### src/rtl/mem_port_arbiter.sv
// Fetch/data arbiter for one shared single-ported memory with a ready handshake.
// Optional round-robin tie-break between the two ports: define MEM_PORT_ARB_RR_EN.
module mem_port_arbiter #(
   parameter int unsigned ADDR_W = 32,
   parameter int unsigned DATA_W = 32
) (
   input  logic              clk,
   input  logic              rst,
   input  logic              if_req,
   input  logic [ADDR_W-1:0] if_addr,
   output logic [DATA_W-1:0] if_rdata,
   output logic              if_ack,
   input  logic              d_req,
   input  logic              d_we,
   input  logic [ADDR_W-1:0] d_addr,
   input  logic [DATA_W-1:0] d_wdata,
   output logic [DATA_W-1:0] d_rdata,
   output logic              d_ack,
   output logic              stall_if_req,
   output logic              stall_mem_req,
   output logic              mem_req,
   output logic              mem_we,
   output logic [ADDR_W-1:0] mem_addr,
   output logic [DATA_W-1:0] mem_wdata,
   input  logic [DATA_W-1:0] mem_rdata,
   input  logic              mem_ready
);

   typedef enum logic [1:0] {
      IDLE   = 2'd0,
      BUSY_I = 2'd1,
      BUSY_D = 2'd2
   } state_t;

   state_t            state_q;
   state_t            state_d;
   logic              mem_req_d;
   logic              mem_we_d;
   logic [ADDR_W-1:0] mem_addr_d;
   logic [DATA_W-1:0] mem_wdata_d;
   logic              if_ack_d;
   logic              d_ack_d;
   logic [DATA_W-1:0] if_rdata_d;
   logic [DATA_W-1:0] d_rdata_d;
   logic              if_elig;
   logic              d_elig;
   logic              grant_data;

   // A port whose ack is high this cycle has just been served and must not re-issue yet.
   assign if_elig = if_req & ~if_ack;
   assign d_elig  = d_req & ~d_ack;

   assign stall_if_req  = if_req & ~if_ack;
   assign stall_mem_req = d_req & ~d_ack;

`ifdef MEM_PORT_ARB_RR_EN
   // last_data_q: 1 = data port was granted most recently, 0 = fetch.
   logic last_data_q;
   logic last_data_d;

   assign grant_data = d_elig & (~if_elig | ~last_data_q);

   always_ff @(posedge clk or posedge rst) begin
      if (rst) last_data_q <= 1'b0;
      else     last_data_q <= last_data_d;
   end
`else
   assign grant_data = d_elig;
`endif

   // State and registered outputs
   always_ff @(posedge clk or posedge rst) begin
      if (rst) begin
         state_q   <= IDLE;
         mem_req   <= 1'b0;
         mem_we    <= 1'b0;
         mem_addr  <= '0;
         mem_wdata <= '0;
         if_ack    <= 1'b0;
         d_ack     <= 1'b0;
         if_rdata  <= '0;
         d_rdata   <= '0;
      end else begin
         state_q   <= state_d;
         mem_req   <= mem_req_d;
         mem_we    <= mem_we_d;
         mem_addr  <= mem_addr_d;
         mem_wdata <= mem_wdata_d;
         if_ack    <= if_ack_d;
         d_ack     <= d_ack_d;
         if_rdata  <= if_rdata_d;
         d_rdata   <= d_rdata_d;
      end
   end

   // Next state and next register values
   always_comb begin
      state_d     = state_q;
      mem_req_d   = mem_req;
      mem_we_d    = mem_we;
      mem_addr_d  = mem_addr;
      mem_wdata_d = mem_wdata;
      if_ack_d    = 1'b0;
      d_ack_d     = 1'b0;
      if_rdata_d  = if_rdata;
      d_rdata_d   = d_rdata;
`ifdef MEM_PORT_ARB_RR_EN
      last_data_d = last_data_q;
`endif

      case (state_q)
         IDLE: begin
            if (grant_data) begin
               state_d     = BUSY_D;
               mem_req_d   = 1'b1;
               mem_we_d    = d_we;
               mem_addr_d  = d_addr;
               mem_wdata_d = d_wdata;
`ifdef MEM_PORT_ARB_RR_EN
               last_data_d = 1'b1;
`endif
            end else if (if_elig) begin
               state_d     = BUSY_I;
               mem_req_d   = 1'b1;
               mem_we_d    = 1'b0;
               mem_addr_d  = if_addr;
               mem_wdata_d = '0;
`ifdef MEM_PORT_ARB_RR_EN
               last_data_d = 1'b0;
`endif
            end
         end
         BUSY_I: begin
            if (mem_ready) begin
               state_d   = IDLE;
               mem_req_d = 1'b0;
               // A withdrawn fetch (branch flush) completes silently on the bus.
               if (if_req) begin
                  if_ack_d   = 1'b1;
                  if_rdata_d = mem_rdata;
               end
            end
         end
         BUSY_D: begin
            if (mem_ready) begin
               state_d   = IDLE;
               mem_req_d = 1'b0;
               d_ack_d   = 1'b1;
               if (!mem_we) d_rdata_d = mem_rdata;
            end
         end
         default: begin
            state_d   = IDLE;
            mem_req_d = 1'b0;
         end
      endcase
   end

endmodule

### config.mk
export PLATFORM = sky130hd
export DESIGN_NAME = mem_port_arbiter
export DESIGN_NICKNAME = d
export VERILOG_FILES = /design/src/rtl/mem_port_arbiter.sv
export SDC_FILE = /design/constraint.sdc
export NUM_CORES = 1
export LEC_CHECK = 0
export ABC_CLOCK_PERIOD_IN_PS = 12100
export BUFFER_PORTS_ARGS = -buffer_cell sky130_fd_sc_hd__clkbuf_2
export CAP_MARGIN = 30
export CORE_MARGIN = 1.5
export CORE_UTILIZATION = 35
export CTS_CLUSTER_SIZE = 30
export DETAILED_ROUTE_END_ITERATION = 10
export PLACE_DENSITY = 0.64
export SLEW_MARGIN = 15
export SYNTH_ARGS = -nofsm -noshare
export SYNTH_HDL_FRONTEND = slang
export SYNTH_SLANG_ARGS = --single-unit
### constraint.sdc
create_clock -name clk -period 12.1 [get_ports clk]
set_clock_uncertainty 0.05 [all_clocks]
set_input_delay 1.21 -clock clk [delete_from_list [all_inputs] [get_ports clk]]
set_output_delay 1.21 -clock clk [all_outputs]
set_load 0.02 [all_outputs]
==> impl_metrics.ini, run 1 <==
[run_status]
outcome = completed

[die]
ioPinCount = 268
initial_core_util_pct = 36.1
rows = 45
fp.dieW_microns = 129
die_h_microns = 129
dieArea_sq_um = 16600
core_sq_um = 15300

[yosys]
ys_ff_latch = 134
synth_fa_ha_area_share_pct = 0.679
synthTopCellsByArea = dfrtp_1 (61%), mux2_2 (17%), mux2_4 (7.3%), a22o_1 (5.2%), mux2_1 (3.7%)
synth.area.mux_share_pct = 27.9
avgSynthCellArea_sq_um = 16.2
synth_cells = 341
synthTopCellsByCount = dfrtp_1 (134), mux2_2 (83), a22o_1 (33), mux2_4 (27), mux2_1 (18)
synth_top_family_by_area = multiplexers
ys_async_sr_fraction_pct = 100
syn_nets = 478
synth_compound_area_share_pct = 6.07
yosysMostFrequentCell = dfrtp_1
seq_area_frac_synth_pct = 60.7
synth_xor_area_share_pct = 0
synth_edf_count = 0
synth_top_area_cell = dfrtp_1
ys.flop_type = dfrtp_1
yosys.area.top_type_share_pct = 60.7
synth_cell_types = 24
netlist_area_sq_um = 5530
yosysWarnings = 0
synth_simple_gate_area_share_pct = 0.973

[critical_path]
crit_path_frequent_cell = clkbuf_2
worstPathRequired_ps = 10840
end_kind = output pin
critPathBufInv = 3
path_delay_family = simple AND/OR/NAND/NOR gates
path_max_fanout = 37
path_cells = clkbuf_2, nand2b_4, inv_4, clkbuf_2
path_class = in2out
slowest_delay_ps = 440
cpMaxStageDelayCell = nand2b_4
ff2ff_path_depth = 5
cp.arrival_ps = 2040
cp-start-kind = primary input
critical_path_depth = 4

[placement]
io_buffers = 267
post-dp-hpwl_microns = 9520
place_congestion = 0.773
placedCellCount = 803

[global_route]
grt_overflow = 0
grt_pass1_vias = 4133
track_usage_pct = 16.3
grt_pass1_wl_microns = 20600
antenna_found_initial = 0
grt_max_degree = 69

[sta]
slew_headroom_pct = 43.2
clock.fmax_mhz = 303
post-route-period-util_pct = 27.3
tightestPinTransition_ps = 852
rsz0062_at_grt = no
finalHoldViolCount = 0
final-setup-viol-count = 0
fin_crit_ps = 3300
fin_tns_setup_ps = 0
slew_viol_final = 0

[cells_and_area]
area_growth_syn_to_layout_pct = 37.2
nNetsFinal = 748
drive_above_1_share_pct = 66.3
antenna_cells = 0
fin_cells = 835

[route]
drt_pass1_iterations = 4
vias = 3870
final_antenna_net_count = 0
drc = 0
wl_per_cell_microns = 15.7
totalWireLength_microns = 13100
drtIter0Drc = 108
vias_per_cell = 4.63

[power_and_ir_drop]
power_density_nw_per_um2 = 292
peakVddDrop_uv = 146
power_leakage_uw = 0.00394

[clock_tree]
postCtsSetupRepairBufs = 0
cts_sinks = 134
clk_pin_slew_worst_paths_ps = 50
h-tree-depth = 4
clock_latency_ps = 400
hold_buffers = 0
tritoncts = built
ctsRootBufferMaster = clkbuf_16
cts_buffer_depth = 2
post_cts_resized = 0
numCtsBuffers = 17

[min_path]
min_path_cells = 1
hp-class = reg2reg

[flow_run]
cap_violations = 0
[worst paths after layout]
| path | startpoint | endpoint | slack (ps) |
|---|---|---|---|
| setup / recovery | d_req | stall_mem_req | 8800 |
| hold / removal | mem_addr[31]$_DFFE_PP0P_ | mem_addr[31]$_DFFE_PP0P_ | 450 |
| setup reg to reg | d_ack$_DFF_PP0_ | mem_addr[0]$_DFFE_PP0P_ | 9700 |
| hold reg to reg | mem_addr[31]$_DFFE_PP0P_ | mem_addr[31]$_DFFE_PP0P_ | 450 |
| max in group asynchronous | rst | mem_addr[24]$_DFFE_PP0P_ | 9710 |
| min in group asynchronous | rst | if_rdata[18]$_DFFE_PP0P_ | 890 |
[layer usage]
metal	global-route usage [%]	part of all wire [%]
met3	6.74	9.3
met4	6.61	2.2
met5	0	0
met2	27.0	48
met1	18.6	40
[cell type report]
cell class / count / area (sq um)
Tap cell: 211 / 264
Clock inverter: 9 / 126
Inverter: 7 / 31.3
Timing Repair Buffer: 272 / 1370
Multi-Input combinational cell: 179 / 1980
Fill cell: 1372 / 7730
Clock buffer: 23 / 458
Sequential cell: 134 / 3350
[flip-flops by register name, summed over array words and instances (netlist names)]
name / cells
if_ack: 1
mem_addr: 32
mem_wdata: 32
state_q: 2
if_rdata: 32
d_ack: 1
d_rdata: 32
mem_req: 1
mem_we: 1
[where the power goes]
part	internal (uW)	switching [uW]
clock	328	179
combinational	401	530
sequential	663	114
total	1390	823
[per-stage QoR]
| step | utilization [%] | hold WS [ps] | cell area [sq um] | setup slack [ps] | total power [uW] |
|---|---|---|---|---|---|
| 3_3_place_gp | 45.7 | 426 | 7000 | 8850 | 1700 |
| 6_report | 49.5 | 452 | 7590 | 8800 | 2220 |
| 5_1_grt | 49.5 | 467 | 7590 | 8720 | 2350 |
| 3_5_place_dp | 45.7 | 441 | 7000 | 8780 | 1720 |
| 4_1_cts | 49.5 | 454 | 7590 | 8780 | 2250 |
| 2_1_floorplan | - | 469 | 5530 | 7260 | 1410 |
[placed cells by master, fill, tap and decap left out, types with 2 or more instances in the layout]
cell / netlist / layout
nand2b_1: 2 / 2
clkbuf_16: 0 / 17
clkbuf_1: 1 / 5
mux2_4: 27 / 27
mux2_2: 83 / 83
clkinv_2: 0 / 4
clkbuf_2: 0 / 267
a21oi_1: 3 / 3
inv_1: 6 / 5
ha_1: 3 / 3
dfrtp_1: 134 / 134
nor2b_1: 2 / 2
buf_4: 7 / 5
bufinv_16: 0 / 3
inv_4: 1 / 2
a22o_1: 33 / 33
mux2_1: 18 / 18
[cells by family after synthesis]
| group | Yosys count |
|---|---|
| AND/OR/NAND/NOR | 8 |
| AO/OA/AOI/OAI | 40 |
| flip-flops | 134 |
| buffers and inverters | 28 |
| multiplexers | 128 |
| adder cells (fa/ha/maj) | 3 |
No activity file was read; power rests on OpenSTA's default activity.
==> run 2: changes to the inputs <==
--- a/config.mk
+++ b/config.mk
@@ -5,7 +5,7 @@
 export SDC_FILE = /design/constraint.sdc
 export NUM_CORES = 1
 export LEC_CHECK = 0
-export ABC_CLOCK_PERIOD_IN_PS = 12100
+export ABC_CLOCK_PERIOD_IN_PS = 3200
 export BUFFER_PORTS_ARGS = -buffer_cell sky130_fd_sc_hd__clkbuf_2
 export CAP_MARGIN = 30
 export CORE_MARGIN = 1.5
==> constraint.sdc (replaced) <==
create_clock -name clk -period 3.2 [get_ports clk]
set_clock_uncertainty 0.05 [all_clocks]
set_input_delay 0.32 -clock clk [delete_from_list [all_inputs] [get_ports clk]]
set_output_delay 0.32 -clock clk [all_outputs]
set_load 0.02 [all_outputs]
==> run 2 against run 1 <==
Against the previous run:
- register-to-register slack got worse by 8700 ps
- cell count unchanged
- sequential power increased to 3.8 times the previous value
- largest cell class unchanged
- highest routed layer unchanged
==> impl_metrics.ini, run 2 (synthesized netlist as in run 1, its figures left out) <==
[cells_and_area]
drive_above_1_share_pct = 66.3
final_common_cell = clkbuf_2
area_growth_syn_to_layout_pct = 37.4
antenna_cells = 0
final_cell_mix = clkbuf_2 (267), dfrtp_1 (134), mux2_2 (83)
nNetsFinal = 749
final_core_util_pct = 49.6

[clock_tree]
h-tree-depth = 4
clock_latency_ps = 400
clk_pin_slew_worst_paths_ps = 50
postCtsSetupRepairBufs = 0
ctsRootBufferMaster = clkbuf_16
hold_buffers = 0
cts_sinks = 134
tritoncts = built
numCtsBuffers = 17
post_cts_resized = 0
cts_buffer_depth = 2

[route]
vias_per_cell = 4.61
totalWireLength_microns = 13000
drc = 0
wl_per_cell_microns = 15.6
drt_pass1_iterations = 4
vias = 3848
final_antenna_net_count = 0
drtIter0Drc = 72

[die]
initial_core_util_pct = 36.1
dieArea_sq_um = 16600
ioPinCount = 268
core_sq_um = 15300
fp.dieW_microns = 129
rows = 45
die_h_microns = 129

[power_and_ir_drop]
peakVddDrop_uv = 498
total_power_uw = 8300
power_leakage_uw = 0.00393
power_density_nw_per_um2 = 1090

[sta]
slew_headroom_pct = 49.9
fin_tns_setup_ps = 0
fin_hold_ws_ps = 2.43
tightestPinTransition_ps = 752
final-setup-viol-count = 0
clock.fmax_mhz = 461
post-route-period-util_pct = 67.8
slew_viol_final = 0
finalHoldViolCount = 0
setup_ws_ps = 1030
rsz0062_at_grt = no
fin_crit_ps = 2170

[global_route]
track_usage_pct = 16.0
grt_max_degree = 135
grt_pass1_wl_microns = 20400
grt_overflow = 0
grt_pass1_vias = 4102
antenna_found_initial = 0

[placement]
place_ws_ps = 1000
place_congestion = 0.707
io_buffers = 267
post-dp-hpwl_microns = 9490

[flow_run]
cap_violations = 0

[critical_path]
end_kind = flip-flop
cp-startpoint = d_ack$_DFF_PP0_
path_max_fanout = 45
cp-start-kind = flip-flop
path_class = reg2reg
worstPathRequired_ps = 3440
r2r_start = d_ack$_DFF_PP0_
cp.arrival_ps = 2410

[run_status]
outcome = completed

[min_path]
hp-class = in2async
run 2: cell types whose count changed in the layout (fill, tap and decap cells not counted):
| cell | before | now |
|---|---|---|
| bufinv_16 | 3 | 2 |
| buf_4 | 5 | 4 |
| clkinv_2 | 4 | 2 |
| buf_12 | 0 | 2 |
| clkinvlp_4 | 1 | 4 |
| inv_4 | 2 | 1 |
run 2: final timing paths:
check,to,slack [ps],depth (start not counted)
min in group clk,mem_wdata[17]$_DFFE_PP0P_,80,2
worst max-delay path,mem_addr[23]$_DFFE_PP0P_,1030,5
worst min register to register,if_rdata[13]$_DFFE_PP0P_,450,1
worst max register to register,mem_addr[23]$_DFFE_PP0P_,1030,5
worst min-delay path,mem_addr[18]$_DFFE_PP0P_,2,3
max in group asynchronous,d_rdata[15]$_DFFE_PP0P_,2480,3
run 2: routing by layer:
metal | vias up | GRT usage [%] | routed length [microns]
met1 | 1897 | 17.5 | 4970
met2 | 172 | 27.9 | 6640
met4 | 0 | 6.94 | 204
li1 | 1767 | - | -
met3 | 12 | 5.99 | 1220
met5 | - | 0 | 0
run 2: layout make-up:
cell class              instances  area, sq um
inverters                       7         32.5
multi-input cells             179         1980
clock buffers                  23          458
fillers                      1405         7720
repair buffers                273         1410
clock inverters                 8          101
well taps                     211          264
flip-flops and latches        134         3350
run 2: critical path, stage by stage (launching register included):
cell and delay (ps):
dfrtp_1 350, nand2b_4 500, inv_4 70, o21ai_4 160, buf_4 480, mux2_2 400
run 2: metrics by stage:
| stage | instance area [sq um] | cells |
|---|---|---|
| finish | 7590 | 835 |
| global route | 7590 | 835 |
| CTS | 7590 | 835 |
| detailed placement | 7040 | 804 |
| global placement | 7040 | 804 |
| floorplan | 5530 | 341 |
run 2: where the power goes:
group          internal [uW]  total, uW  switching, uW
Sequential              2510       2940            431
Combinational           1530       3520           2000
Clock                   1160       1840            679
